File: src/rtl/mipi_bank_arb_pkg.sv
// Shared constants, state encoding and helpers for the MIPI bank arbiter.
package mipi_bank_arb_pkg;

    localparam int MIPI_BANK_NBIT     = 2;
    localparam int MIPI_NREQ          = 4;
    localparam int MIPI_ARB_TO_CYCLES = 50000;

    typedef enum logic [1:0] {
        ARB_IDLE    = 2'd0,
        ARB_ISSUE   = 2'd1,
        ARB_RUN     = 2'd2,
        ARB_RELEASE = 2'd3
    } arb_state_e;

    function automatic logic [MIPI_NREQ-1:0] bank_onehot(input logic [MIPI_BANK_NBIT-1:0] bank);
        return MIPI_NREQ'(1) << bank;
    endfunction

endpackage

File: src/rtl/mipi_rr_pick.sv
// Combinational 4-way round-robin picker: first asserted request at or after ptr.
module mipi_rr_pick
    import mipi_bank_arb_pkg::*;
(
    input  logic [MIPI_NREQ-1:0]      req,
    input  logic [MIPI_BANK_NBIT-1:0] ptr,
    output logic                      vld,
    output logic [MIPI_BANK_NBIT-1:0] idx
);

    // Walk from the farthest candidate back to ptr so the nearest one wins.
    always_comb begin
        vld = |req;
        idx = ptr;
        for (int i = MIPI_NREQ - 1; i >= 0; i--) begin
            if (req[ptr + MIPI_BANK_NBIT'(i)]) begin
                idx = ptr + MIPI_BANK_NBIT'(i);
            end
        end
    end

endmodule

File: src/rtl/mipi_bank_arb.sv
// Round-robin arbiter/sequencer sharing the MIPI serial engine among four bank requesters.
module mipi_bank_arb
    import mipi_bank_arb_pkg::*;
#(
    parameter int CMD_NBIT  = 16,
    parameter int TO_NBIT   = 16,
    parameter int TO_CYCLES = MIPI_ARB_TO_CYCLES
) (
    input  logic                          clk,
    input  logic                          rst_n,
    input  logic [MIPI_NREQ-1:0]          req,
    input  logic [MIPI_NREQ*CMD_NBIT-1:0] req_cmd,
    output logic [MIPI_NREQ-1:0]          gnt,
    output logic [MIPI_NREQ-1:0]          done,
    output logic [MIPI_NREQ-1:0]          err,
    output logic                          eng_start,
    output logic [CMD_NBIT-1:0]           eng_cmd,
    output logic [MIPI_BANK_NBIT-1:0]     eng_bank,
    input  logic                          eng_done,
    output logic                          eng_abort,
    output logic                          busy
);

    localparam logic [TO_NBIT-1:0] TO_LAST = TO_NBIT'(TO_CYCLES - 1);

    arb_state_e                state;
    logic [MIPI_BANK_NBIT-1:0] ptr;
    logic [TO_NBIT-1:0]        to_cnt;
    logic                      pick_vld;
    logic [MIPI_BANK_NBIT-1:0] pick_idx;

    mipi_rr_pick u_pick (
        .req (req),
        .ptr (ptr),
        .vld (pick_vld),
        .idx (pick_idx)
    );

    // Abort is gated by eng_done in the same cycle so a completion on the timeout cycle wins.
    assign eng_abort = (state == ARB_RUN) && (to_cnt == TO_LAST) && !eng_done;

    always_ff @(posedge clk or negedge rst_n) begin
        if (!rst_n) begin
            state     <= ARB_IDLE;
            ptr       <= '0;
            to_cnt    <= '0;
            gnt       <= '0;
            done      <= '0;
            err       <= '0;
            eng_start <= 1'b0;
            eng_cmd   <= '0;
            eng_bank  <= '0;
            busy      <= 1'b0;
        end else begin
            case (state)
                ARB_IDLE: begin
                    if (pick_vld) begin
                        gnt       <= bank_onehot(pick_idx);
                        eng_cmd   <= req_cmd[int'(pick_idx)*CMD_NBIT +: CMD_NBIT];
                        eng_bank  <= pick_idx;
                        eng_start <= 1'b1;
                        busy      <= 1'b1;
                        state     <= ARB_ISSUE;
                    end
                end
                ARB_ISSUE: begin
                    eng_start <= 1'b0;
                    to_cnt    <= '0;
                    state     <= ARB_RUN;
                end
                ARB_RUN: begin
                    to_cnt <= to_cnt + 1'b1;
                    if (eng_done) begin
                        done  <= bank_onehot(eng_bank);
                        state <= ARB_RELEASE;
                    end else if (to_cnt == TO_LAST) begin
                        err   <= bank_onehot(eng_bank);
                        state <= ARB_RELEASE;
                    end
                end
                ARB_RELEASE: begin
                    done  <= '0;
                    err   <= '0;
                    gnt   <= '0;
                    busy  <= 1'b0;
                    ptr   <= eng_bank + 2'd1;
                    state <= ARB_IDLE;
                end
                default: state <= ARB_IDLE;
            endcase
        end
    end

endmodule

File: config.mk
export PLATFORM = sky130hd
export DESIGN_NAME = mipi_bank_arb
export DESIGN_NICKNAME = d
export VERILOG_FILES = /design/src/rtl/mipi_bank_arb_pkg.sv /design/src/rtl/mipi_rr_pick.sv /design/src/rtl/mipi_bank_arb.sv
export SDC_FILE = /design/constraint.sdc
export NUM_CORES = 1
export LEC_CHECK = 0
export CORE_AREA = 8 8 96 98
export DETAILED_ROUTE_END_ITERATION = 10
export DIE_AREA = 0 0 104 106
export HOLD_SLACK_MARGIN = 0.15
export MAX_ROUTING_LAYER = met4
export PLACE_DENSITY = 0.75
export SETUP_SLACK_MARGIN = 0.02
export SLEW_MARGIN = 0
export SYNTH_ARGS = -nofsm -noshare
export SYNTH_HDL_FRONTEND = slang
export SYNTH_SLANG_ARGS = --single-unit
export TNS_END_PERCENT = 5
File: constraint.sdc
create_clock -name clk -period 1.9 [get_ports clk]
set_input_delay 0.19 -clock clk [delete_from_list [all_inputs] [get_ports clk]]
set_output_delay 0.19 -clock clk [all_outputs]
set_load 0.1 [all_outputs]
; ---- Word-level counts from Yosys, hierarchy flattened
; Cells that the tools add are included.
; Widths: inputs -> output; s select.
[word_totals]
elab_cells = 73
regBits = 52
inputBits = 71
[classes]
n_reduce_logical = 15
shift = 3
mux = 27
n_eq_ne = 9
n_lt_le_gt_ge = 4
addsub = 5
[op_table]
columns = operator, count
row1 = $shiftx 64x7->16, 1
row2 = $pmux 16 s2, 1
row3 = $pmux 4 s2, 3
row4 = $add 16x1->16 const B, 1
row5 = $eq 16x16->1 const B, 1
row6 = $mux 4, 4
row7 = $mux 2, 7
row8 = $lt 2x3->1 const B, 4
row9 = $reduce_and 2->1, 5
row10 = $bmux 1 s2, 4
row11 = $pmux 2 s4, 1
row12 = $reduce_bool 2->1, 4
row13 = $shl 1x2->4 const A, 2
row14 = $ne 2x2->1 const B, 3
row15 = $mux 1, 5
row16 = $add 2x1->2 const B, 2
row17 = $add 2x2->2 const B, 2
row18 = $eq 2x2->1 const B, 2
row19 = $pmux 1 s2, 2
row20 = $reduce_or 4->1, 1
row21 = $ne 3x2->1 const B, 1
row22 = $reduce_and 3->1, 1
row23 = $eq 2x1->1 const B, 1
row24 = $logic_and 1x1->1, 2
row25 = 3 further kinds, 3

; ---- Depth between registers and ports, before layout
[depth]
word_depth = 10
mapped_depth = 8
mapped_depth_nobuf = 7

; ---- Modules after synthesis
; From an unflattened synthesis, not the netlist that was laid out.
[unflattened]
cells_unflattened = 258
area_unflattened_um2 = 2917.8
[modules_own_cells]
columns = mod, cells_each, n_inst, area_per_inst_um2
row1 = mipi_bank_arb, 242, 1, 2817.7
row2 = mipi_rr_pick, 16, 1, 100.1

; ---- Worst setup path after synthesis
; Ideal clock, no wire load.
[synth_path]
kind = register to register
from = reg to_cnt[10]
to = reg err[0]
setup_time_ns = 0.136
stages_incl_launch_ff = 6
t_required_ns = 1.764
synth_period_minus_slack_ns = 2.850
n_path_buf = 0
arrival_ns = 2.714
setup_slack_ns = -0.950
path_cell_list = dfrtp_1 nor4b_1 nand4_1 nor3_2 mux2i_1 o21ai_0
[synth_between]
elab_chain_cells = 3
[synth_rtl]
columns = item, line
row1 = start: declaration, mipi_bank_arb.sv:28  ; logic [TO_NBIT-1:0] to_cnt;
row2 = start signal: assignment, mipi_bank_arb.sv:72  ; to_cnt <= to_cnt + 1'b1;
row3 = $eq 16x16->1, mipi_bank_arb.sv:76  ; end else if (to_cnt == TO_LAST) begin
row4 = $ne 2x1->1 (no source line), -
row5 = $reduce_and 3->1 (no source line), -
row6 = end signal: assignment, mipi_bank_arb.sv:77  ; err <= bank_onehot(eng_bank);
row7 = end: declaration, mipi_bank_arb.sv:15  ; output logic [MIPI_NREQ-1:0] err,
; No other way between the ends.
; A chain may end at the register's enable or synchronous reset.

; ---- Final worst setup path
[layout_path]
from = reg state[1]
to = reg eng_cmd[2]
[layout_between]
elab_chain_cells = 2
[layout_rtl]
columns = item, line
row1 = start: declaration, mipi_bank_arb.sv:26  ; arb_state_e state;
row2 = start signal: assignment, mipi_bank_arb.sv:44  ; state <= ARB_IDLE;
row3 = start signal: assignment, mipi_bank_arb.sv:63  ; state <= ARB_ISSUE;
row4 = start signal: assignment, mipi_bank_arb.sv:69  ; state <= ARB_RUN;
row5 = $logic_not 2->1, mipi_bank_arb.sv:55  ; case (state)
row6 = $reduce_and 2->1 (no source line), -
row7 = end signal: assignment, mipi_bank_arb.sv:59  ; eng_cmd <= req_cmd[int'(pick_idx)*CMD_NBIT +: CMD_NBIT];
row8 = end: declaration, mipi_bank_arb.sv:17  ; output logic [CMD_NBIT-1:0] eng_cmd,
; No other way between the ends.

==> impl_metrics.env <==
export IMPL_crit_path_start="state[1]"
export IMPL_portBuffers=103
export IMPL_finalCriticalPeriod_ns=1.90
export IMPL_synthFlopType="dfrtp_1"
export IMPL_post_route_util_pct=59.0
export IMPL_powerDensity_nw_per_um2=1580
export IMPL_vias_per_cell=5.34
export IMPL_layout_drive_gt1_share_pct=25.2
export IMPL_grt_pass1_wl_um=15400
export IMPL_dr_first_iter_drc_count=89
export IMPL_clk_latency_ns=0.30
export IMPL_crit_fanout=17
export IMPL_tightestPinTransition_ns=0.658
export IMPL_cp_endpoint="eng_cmd[2]"
export IMPL_finalWorstSetupSlack_ns=-0.00337
export IMPL_gr_total_overflow=0
export IMPL_grt_setup_unrepaired="yes"
export IMPL_synth_edf_count=0
export IMPL_num_antenna_cells=0
export IMPL_maxCapViolCount=0
export IMPL_power_leakage_nw=1.99
export IMPL_cts_root_buf="clkbuf_8"
export IMPL_worstRegToRegCells=7
export IMPL_tritoncts="yes"
export IMPL_wire_per_inst_um=16.7
export IMPL_status="finished, violations left"
export IMPL_worst_setup_path_type="reg -> reg"
export IMPL_critPathCaptureType="flop"
export IMPL_crit_reg2reg_launch="state[1]"
export IMPL_clk_pin_slew_ns=0.10
export IMPL_routed_wl_um=9290
export IMPL_cp_data_required_time_ns=2.06
export IMPL_max_slew_margin_pct=56.1
export IMPL_synth_seq_cells=52
export IMPL_reg2reg_to="eng_cmd[2]"
export IMPL_final_common_cell="clkdlybuf4s50_1"
export IMPL_cts_buffers=5
export IMPL_finalCritPeriodShare_pct=100
export IMPL_h_tree_depth=2
export IMPL_hpwl_um=7080
export IMPL_grt_busiest_layer="met2"
export IMPL_die_x_um=104
export IMPL_ant_nets=0
export IMPL_fmax_mhz=525
export IMPL_first_pass_iters=4
export IMPL_grt_pass1_vias=3254
export IMPL_ir_worst_vdd_mv=1.45
export IMPL_rows=33
export IMPL_hold_violations=0
export IMPL_cts_buffer_depth=2
export IMPL_syn_avg_cell_area_um2=9.75
export IMPL_hold_class="reg -> reg"
export IMPL_grt_max_degree=53
export IMPL_cts_sinks=52
export IMPL_syn_area_um2=3140
export IMPL_core_area_um2=7850
export IMPL_crit_arrival_ns=2.07
export IMPL_syn_num_nets=403
export IMPL_regToRegSetupSlack_ns=-0.003
export IMPL_yosysWarnings=0
export IMPL_antenna_found_initial=0
export IMPL_synthArstFlopShare_pct=100
export IMPL_final_cell_mix="68 x clkdlybuf4s50_1, 65 x buf_4, 52 x dfrtp_1"
export IMPL_area_growth_pct=47.4
export IMPL_finalClockSkew_ns=0.00688
export IMPL_yosys_area_top_type="dfrtp_1"
export IMPL_track_usage_pct=17.4
export IMPL_synth_top_area_share_pct=41.5
export IMPL_slew_viol_final=0
export IMPL_fin_tns_setup_ns=-0.00337
export IMPL_synthCells=322
export IMPL_drc=0
export IMPL_failed_checks="negative setup slack"
export IMPL_use_met1_pct=19.9
export IMPL_nNetsFinal=532
export IMPL_start_util_pct=40.0
export IMPL_met2_usage_pct=29.0
export IMPL_worstSetupStartpointType="flop"
export IMPL_setup_viol=1
export IMPL_ios=104
export IMPL_synth_area_leaders="dfrtp_1 41%, a211oi_1 7.9%, mux2i_1 6.4%, a211oi_2 6.0%, nand2_1 4.1%"
export IMPL_ys_seq_area_share_pct=41.5
export IMPL_synth_distinct_cells=46
export IMPL_grt_util_met3_pct=5.02
export IMPL_place_congestion=0.798
export IMPL_die_h_um=106
export IMPL_route_vias_total=2976
export IMPL_dieArea_um2=11000
area by class of cell:
class,instances,area (µm²)
clock inverter,2,35.0
clock buffer,6,72.6
inverter,13,48.8
fill,706,3220
tap,105,131
multi-input combinational,238,1750
sequential,52,1300
timing repair buffer,141,1290
cell families (layout without fill, tap and decap cells):
group | count (synthesis) | count (layout) | share of synthesized area, %
flops | 52 | 52 | 41.5
mux | 20 | 20 | 6.38
buf+inv | 32 | 162 | 5.42
simple gates | 105 | 105 | 16.2
xor+xnor | 10 | 10 | 2.79
fa+ha+maj | 10 | 10 | 3.99
compound gates | 93 | 93 | 23.8
report_power, final:
part	leakage (nW)	internal, mW	switching [mW]
clock network	0.0552	0.392	0.369
logic	1.28	1.45	3.43
registers	0.659	1.44	0.241
total	1.99	3.28	4.04
stage by stage:
stage	total power, mW	hold WS, ns	cells	area (µm²)	setup WS (ns)
final	7.32	0.501	557	4630	-0.00337
after global routing	7.71	0.526	557	4630	-0.0602
after CTS	7.34	0.504	557	4600	-0.0395
after detailed placement	6.54	0.358	540	4380	-0.360
after global placement	6.45	0.347	540	4380	-0.229
after floorplan	5.17	-0.106	322	3150	-0.468
metal layers:
layer | share of wire (%) | wire length (µm) | vias to the layer above
met2 | 49 | 4590 | 95
met4 | 1.3 | 123 | 0
met5 | 0 | 0 | -
li1 | - | - | 1434
met3 | 5.9 | 544 | 9
met1 | 43 | 4030 | 1438
worst max-delay path: stages, from the launching register on:
cell	delay [ns]
dfrtp_1	0.41
inv_1	0.09
ha_2	0.21
or2b_2	0.36
a21o_1	0.20
buf_12	0.16
a211oi_1	0.22
a211oi_1	0.10
worst min-delay path by stage:
stage                           start     endpoint  slack [ns]  cells after the start
after global placement          rst_n   to_cnt[10]        0.35                      2
final                            busy         busy        0.50                      1
after global routing      req_cmd[26]  eng_cmd[10]        0.53                      3
after CTS                        busy         busy        0.50                      1
after detailed placement        rst_n   to_cnt[11]        0.36                      2
after floorplan                 rst_n         busy       -0.11                      0
timing repair:
| action | CTS | global route |
|---|---|---|
| hold endpoints to repair | 52 | 0 |
| pin swaps | 4 | 3 |
| buffers inserted | 8 | 0 |
| endpoints found under the setup margin | 17 | 25 |
| gates resized for setup | 9 | 6 |
| cloned | 0 | 0 |
| hold buffers | 1 | 0 |
flip-flops by register name (all words and copies together), names as in the netlist:
name       count
ptr            2
eng_cmd       16
state          2
gnt            4
busy           1
done           4
eng_start      1
to_cnt        16
err            4
eng_bank       2
cell usage after synthesis (all sizes together), types with 2 or more instances:
| cell type | n |
|---|---|
| a211oi | 48 |
| a21o | 2 |
| a21oi | 5 |
| a22o | 8 |
| and3 | 3 |
| buf | 9 |
| clkbuf | 10 |
| dfrtp | 52 |
| ha | 10 |
| inv | 12 |
| mux2i | 20 |
| nand2 | 34 |
| nand3 | 5 |
| nand4 | 6 |
| nor2 | 35 |
| nor2b | 6 |
| nor3 | 3 |
| nor4 | 2 |
| o211ai | 4 |
| o21ai | 18 |
| or3 | 2 |
| xor2 | 9 |
Note: power is estimated with default switching activity, not from simulation.
